<file path="config.mk">
export PLATFORM = sky130hd
export DESIGN_NAME = id_ex_reg
export DESIGN_NICKNAME = d
export VERILOG_FILES = /design/src/rtl/id_ex_reg.sv
export SDC_FILE = /design/constraint.sdc
export NUM_CORES = 1
export LEC_CHECK = 0
export ABC_CLOCK_PERIOD_IN_PS = 800
export CORE_UTILIZATION = 36
export CTS_CLUSTER_DIAMETER = 80
export CTS_CLUSTER_SIZE = 14
export DETAILED_ROUTE_END_ITERATION = 16
export PLACE_DENSITY = 0.8
export SLEW_MARGIN = 25
export SYNTH_ARGS = -nofsm -noshare
export SYNTH_HDL_FRONTEND = slang
export SYNTH_SLANG_ARGS = --single-unit
</file>
<file path="constraint.sdc">
create_clock -name clk -period 0.8 [get_ports clk]
set_input_delay 0.08 -clock clk [delete_from_list [all_inputs] [get_ports clk]]
set_output_delay 0.08 -clock clk [all_outputs]
set_load 0.05 [all_outputs]
</file>
<file path="src/rtl/id_ex_reg.sv">
// id_ex_reg: ID/EX pipeline register with stall (hold), flush (bubble) and valid tracking
module id_ex_reg #(
  parameter int DATA_W   = 32,
  parameter int REG_W    = 5,
  parameter int ALU_OP_W = 4
) (
  input  logic                clk,
  input  logic                rst_n,
  input  logic                stall,
  input  logic                flush,
  input  logic                valid_in,
  input  logic [1:0]          jump,
  input  logic                branch,
  input  logic                mem_read,
  input  logic                mem_to_reg,
  input  logic                mem_write,
  input  logic                alu_src,
  input  logic                reg_write,
  input  logic                reg_dst,
  input  logic [ALU_OP_W-1:0] alu_op,
  input  logic [DATA_W-1:0]   pc_plus4,
  input  logic [DATA_W-1:0]   r_data1,
  input  logic [DATA_W-1:0]   r_data2,
  input  logic [DATA_W-1:0]   imm,
  input  logic [REG_W-1:0]    rs,
  input  logic [REG_W-1:0]    rt,
  input  logic [REG_W-1:0]    rd,
  input  logic [4:0]          shamt,
  output logic                valid_out,
  output logic [1:0]          jump_out,
  output logic                branch_out,
  output logic                mem_read_out,
  output logic                mem_to_reg_out,
  output logic                mem_write_out,
  output logic                alu_src_out,
  output logic                reg_write_out,
  output logic                reg_dst_out,
  output logic [ALU_OP_W-1:0] alu_op_out,
  output logic [DATA_W-1:0]   pc_plus4_out,
  output logic [DATA_W-1:0]   r_data1_out,
  output logic [DATA_W-1:0]   r_data2_out,
  output logic [DATA_W-1:0]   imm_out,
  output logic [REG_W-1:0]    rs_out,
  output logic [REG_W-1:0]    rt_out,
  output logic [REG_W-1:0]    rd_out,
  output logic [4:0]          shamt_out
);
  localparam int W = 1 + 2 + 7 + ALU_OP_W + 4 * DATA_W + 3 * REG_W + 5;
  logic [W-1:0] d, q;
  assign d = {valid_in, jump, branch, mem_read, mem_to_reg, mem_write, alu_src, reg_write, reg_dst,
              alu_op, pc_plus4, r_data1, r_data2, imm, rs, rt, rd, shamt};
  assign {valid_out, jump_out, branch_out, mem_read_out, mem_to_reg_out, mem_write_out, alu_src_out,
          reg_write_out, reg_dst_out, alu_op_out, pc_plus4_out, r_data1_out, r_data2_out, imm_out,
          rs_out, rt_out, rd_out, shamt_out} = q;
  // Whole stage word: flush zeroes it (beating stall), stall holds it, otherwise load
  always_ff @(posedge clk or negedge rst_n)
    if (!rst_n) q <= '0;
    else if (flush) q <= '0;
    else if (!stall) q <= d;
endmodule

</file>
# --- Word-level counts from Yosys, hierarchy flattened ---
# Index checks and enable logic that the tools add are counted.
# Widths: inputs -> output; s select.
totals:
  out_inout_bits: 162
  reg_bits: 162
  in_bits: 166
  word_cells: 4
op_classes:
  muxes: 2
  eq_ne: 1
ops:
  columns: ["op", "n"]
  rows:
  - ["$mux 162", 2]
  - ["$ne 2x1->1 const B", 1]

# --- Depth between registers and ports, before layout ---
depth:
  depth_word: 2
  ltp_mapped: 5
  mapped_depth_nobuf: 2

# --- Worst setup path after synthesis ---
# OpenSTA, ideal clock, no wires.
synth_path:
  path_type: "reg-to-reg"
  from: "register q[0] (netlist name)"
  to: "register q[0]"
  required_time_ps: 668
  setup_slack_ps: -116
  setup_time_ps: 132
  period_less_slack_ps: 916
  path_buffers: 0
  stages_incl_launch_ff: 3
  arrival_ps: 785
  path_cell_list: "dfrtp_1 -> mux2i_1 -> nor2_1"
synth_lines:
  columns: ["element", "line_no", "text"]
  rows:
  - ["end signal, assigned", "57", "if (!rst_n) q <= '0;"]
  - ["end signal, assigned", "58", "else if (flush) q <= '0;"]
  - ["end signal, assigned", "59", "else if (!stall) q <= d;"]
  - ["end, declared", "49", "logic [W-1:0] d, q;"]

# --- Worst setup path in the final report ---
layout_path:
  from: "register q[19]"
  to: "output port rs_out[4]"
layout_lines:
  columns: ["element", "line_no", "text"]
  rows:
  - ["end, declared", "43", "output logic [REG_W-1:0] rs_out,"]
# No word-level cell between the ends.

==> impl_metrics.py <==
metrics = {
    "floorplanning": {
        "coreArea_um2": 17500,
        "start_util_pct": 37.4,
        "pin_count": 328,
        "fp.dieH_um": 137,
        "die_width_um": 137,
        "rows": 48,
        "dieArea_um2": 18700,
    },
    "critical_path": {
        "crit_buf_inv": 1,
        "reg2regPathDepth": 3,
        "arrival_ns": 1.01,
        "cpPeakStageDelay_ns": 0.44,
        "worstSetupEndpointType": "output port",
        "cp_data_required_time_ns": 0.72,
        "critical_path.startpoint_type": "flip-flop",
        "rr_startpoint": "q[160]$_DFFE_PN0P_",
        "crit_chain": "buf_12",
        "crit_path_max_fanout": 2,
        "cp.depth": 1,
        "critical_path.top_delay_family": "flip-flops",
        "critical_path.startpoint": "q[19]$_DFFE_PN0P_",
        "criticalPathCategory": "flip-flop to output port",
        "critical-path-slowest-cell": "sky130_fd_sc_hd__dfrtp_2",
    },
    "cts": {
        "numCtsBuffers": 17,
        "ctsLongestPathBuffers": 2,
        "clock_sink_count": 162,
        "insertion_delay_ns": 0.41,
        "ctsHtreeMaxLevel": 4,
        "clk_transition_reported_paths_ns": 0.07,
        "cts_tree": "done",
        "clock-root-buffer": "sky130_fd_sc_hd__clkbuf_16",
    },
    "route": {
        "vias": 5366,
        "final_antenna_net_count": 0,
        "wire_per_inst_um": 18.3,
        "detail_route.first_pass.iterations": 4,
        "post-route-drc-count": 0,
        "vias_per_cell": 4.77,
        "drt_first_iter_violations": 211,
        "detail_route.wirelength_um": 20500,
    },
    "final_layout": {
        "nets": 1053,
        "largest_register_ffs": 162,
        "final_util_pct": 74.4,
        "top_regs": "q: 162 flops",
        "syn_to_final_growth_pct": 99.0,
        "num_antenna_cells": 0,
        "layout-drive-gt1-share_pct": 46.5,
        "nFillCells": 1027,
        "registers.top_by_ff_count": "q",
    },
    "timing": {
        "worstMarginPinSlew_ns": 0.322,
        "worst_clock_skew_ns": 0,
        "drv_slew": 0,
        "layout_min_cycle_time_ns": 1.09,
        "finalWorstSetupSlack_ns": -0.288,
        "timing.max_slew.rel_slack_pct": 78.5,
        "timing.final.crit_share_pct": 136,
        "timing.fmax_mhz": 919,
        "finalSetupTns_ns": -45.13,
        "rsz0062_at_grt": "true",
        "report.final.setup_viol": 189,
        "hold_viol": 0,
    },
    "grt": {
        "grt_pass1_vias": 5694,
        "grt_first_pass_wirelength_um": 31300,
        "globalRoute.totalOverflow": 0,
        "antenna_violations_before_repair": 0,
        "track_usage_pct": 22.4,
        "pin_count_of_the_biggest_net_entering_global_routing": 59,
    },
    "power_and_ir_drop": {
        "static-leakage-power_nw": 5.85,
        "irDropWorstVdd_v": 0.00137,
        "power-per-cell-area_nw_per_um2": 1870,
    },
    "placement": {
        "io_buffers": 327,
        "place_congestion": 0.772,
        "hpwl_um": 15300,
    },
    "synthesis": {
        "synth_seq_area_share_pct": 62.1,
        "yosys_warnings": 0,
        "synth.avg_cell_area_um2": 12.5,
        "syn-cell-area_um2": 6530,
        "yosys_register_bits": 162,
        "post_synthesis_net_count": 688,
        "syn-instance-count": 522,
        "netlist-cell-type-count": 7,
    },
    "status": {
        "status": "finished with violations",
        "failed_checks": "setup timing",
    },
    "min_path": {
        "hold_path.class": "input port to async pin",
    },
    "run": {
        "cap_violations": 0,
    },
}
## final timing paths
kind	endpoint	slack [ns]
max	rs_out[4]	-0.29
min	q[22]$_DFFE_PN0P_	0.12
max reg2reg	q[160]$_DFFE_PN0P_	-0.11
min reg2reg	q[79]$_DFFE_PN0P_	0.57
max in group asynchronous	q[101]$_DFFE_PN0P_	0.17
min in group clk	q[51]$_DFFE_PN0P_	0.12
## synth_stat cells, drive strengths merged
library cell  number  area [µm²]
nor2             162         608
dfrtp            162        4050
mux2i            162        1620
buf               27         214
clkbuf             9        33.8
## cell usage in the layout, fill, tap and decap left out
master / instances
sky130_fd_sc_hd__buf_12: 175
sky130_fd_sc_hd__clkdlybuf4s50_1: 162
sky130_fd_sc_hd__dfrtp_2: 162
sky130_fd_sc_hd__nor2_1: 161
sky130_fd_sc_hd__mux2i_1: 155
sky130_fd_sc_hd__buf_4: 23
sky130_fd_sc_hd__buf_6: 20
sky130_fd_sc_hd__clkbuf_16: 17
sky130_fd_sc_hd__mux2i_2: 5
sky130_fd_sc_hd__bufinv_16: 5
sky130_fd_sc_hd__mux2i_4: 2
sky130_fd_sc_hd__clkbuf_1: 2
sky130_fd_sc_hd__clkinvlp_4: 2
sky130_fd_sc_hd__inv_6: 2
sky130_fd_sc_hd__clkinv_4: 2
sky130_fd_sc_hd__nor2_2: 1
sky130_fd_sc_hd__clkinv_2: 1
sky130_fd_sc_hd__dlygate4sd3_1: 1
sky130_fd_sc_hd__clkbuf_8: 1
## worst reg2reg max path, stage by stage (launching register included)
cell and delay (ns):
sky130_fd_sc_hd__dfrtp_2 0.44, sky130_fd_sc_hd__buf_6 0.14, sky130_fd_sc_hd__mux2i_4 0.14, sky130_fd_sc_hd__nor2_1 0.08
## area by class of cell
| cell class | count | area [µm²] | share of cell area [%] |
|---|---|---|---|
| Sequential cell | 162 | 4260 | 32.7 |
| Clock buffer | 19 | 433 | 3.33 |
| Tap cell | 225 | 282 | 2.17 |
| Timing Repair Buffer | 382 | 5550 | 42.7 |
| Clock inverter | 12 | 205 | 1.58 |
| Multi-Input combinational cell | 324 | 2280 | 17.5 |
## metrics by stage
| step | hold WS, ns | setup slack, ns | total power, mW | instance area, µm² | cells |
|---|---|---|---|---|---|
| 3_3_place_gp | -0.0184 | -0.148 | 15.3 | 12000 | 1067 |
| 2_1_floorplan | -0.216 | -0.0275 | 11.8 | 6780 | 522 |
| 3_5_place_dp | -0.0170 | -0.211 | 15.4 | 12000 | 1067 |
| 5_1_grt | 0.111 | -0.321 | 25.1 | 13000 | 1124 |
| 4_1_cts | 0.0955 | -0.310 | 24.4 | 12800 | 1117 |
| 6_report | 0.115 | -0.288 | 24.3 | 13000 | 1124 |
## layer usage
layer,GRT usage (%),share of wire (%)
met4,7.72,2.5
met5,0,0
met2,39.8,53
met3,7.44,8.7
met1,25.0,36
## power breakdown
part | leakage (nW) | switching (mW) | internal [mW]
Combinational | 3.63 | 2.94 | 3.24
Clock | 0.304 | 3.26 | 5.55
Sequential | 1.92 | 0.535 | 8.74
## kinds of logic after synthesis
group	after synthesis	synth area share [%]
and+or+nand+nor	162	9.31
muxes	162	24.8
buffers and inverters	36	3.79
DFF	162	62.1
## what timing repair did
item,CTS,global route
endpoints found under the setup margin,167,207
buffers inserted,18,12
hold buffers,1,0
cloned,0,0
hold endpoints to repair,162,0
pin swaps,2,26
gates resized for setup,3,27
Note: power is estimated with default switching activity, not from simulation.
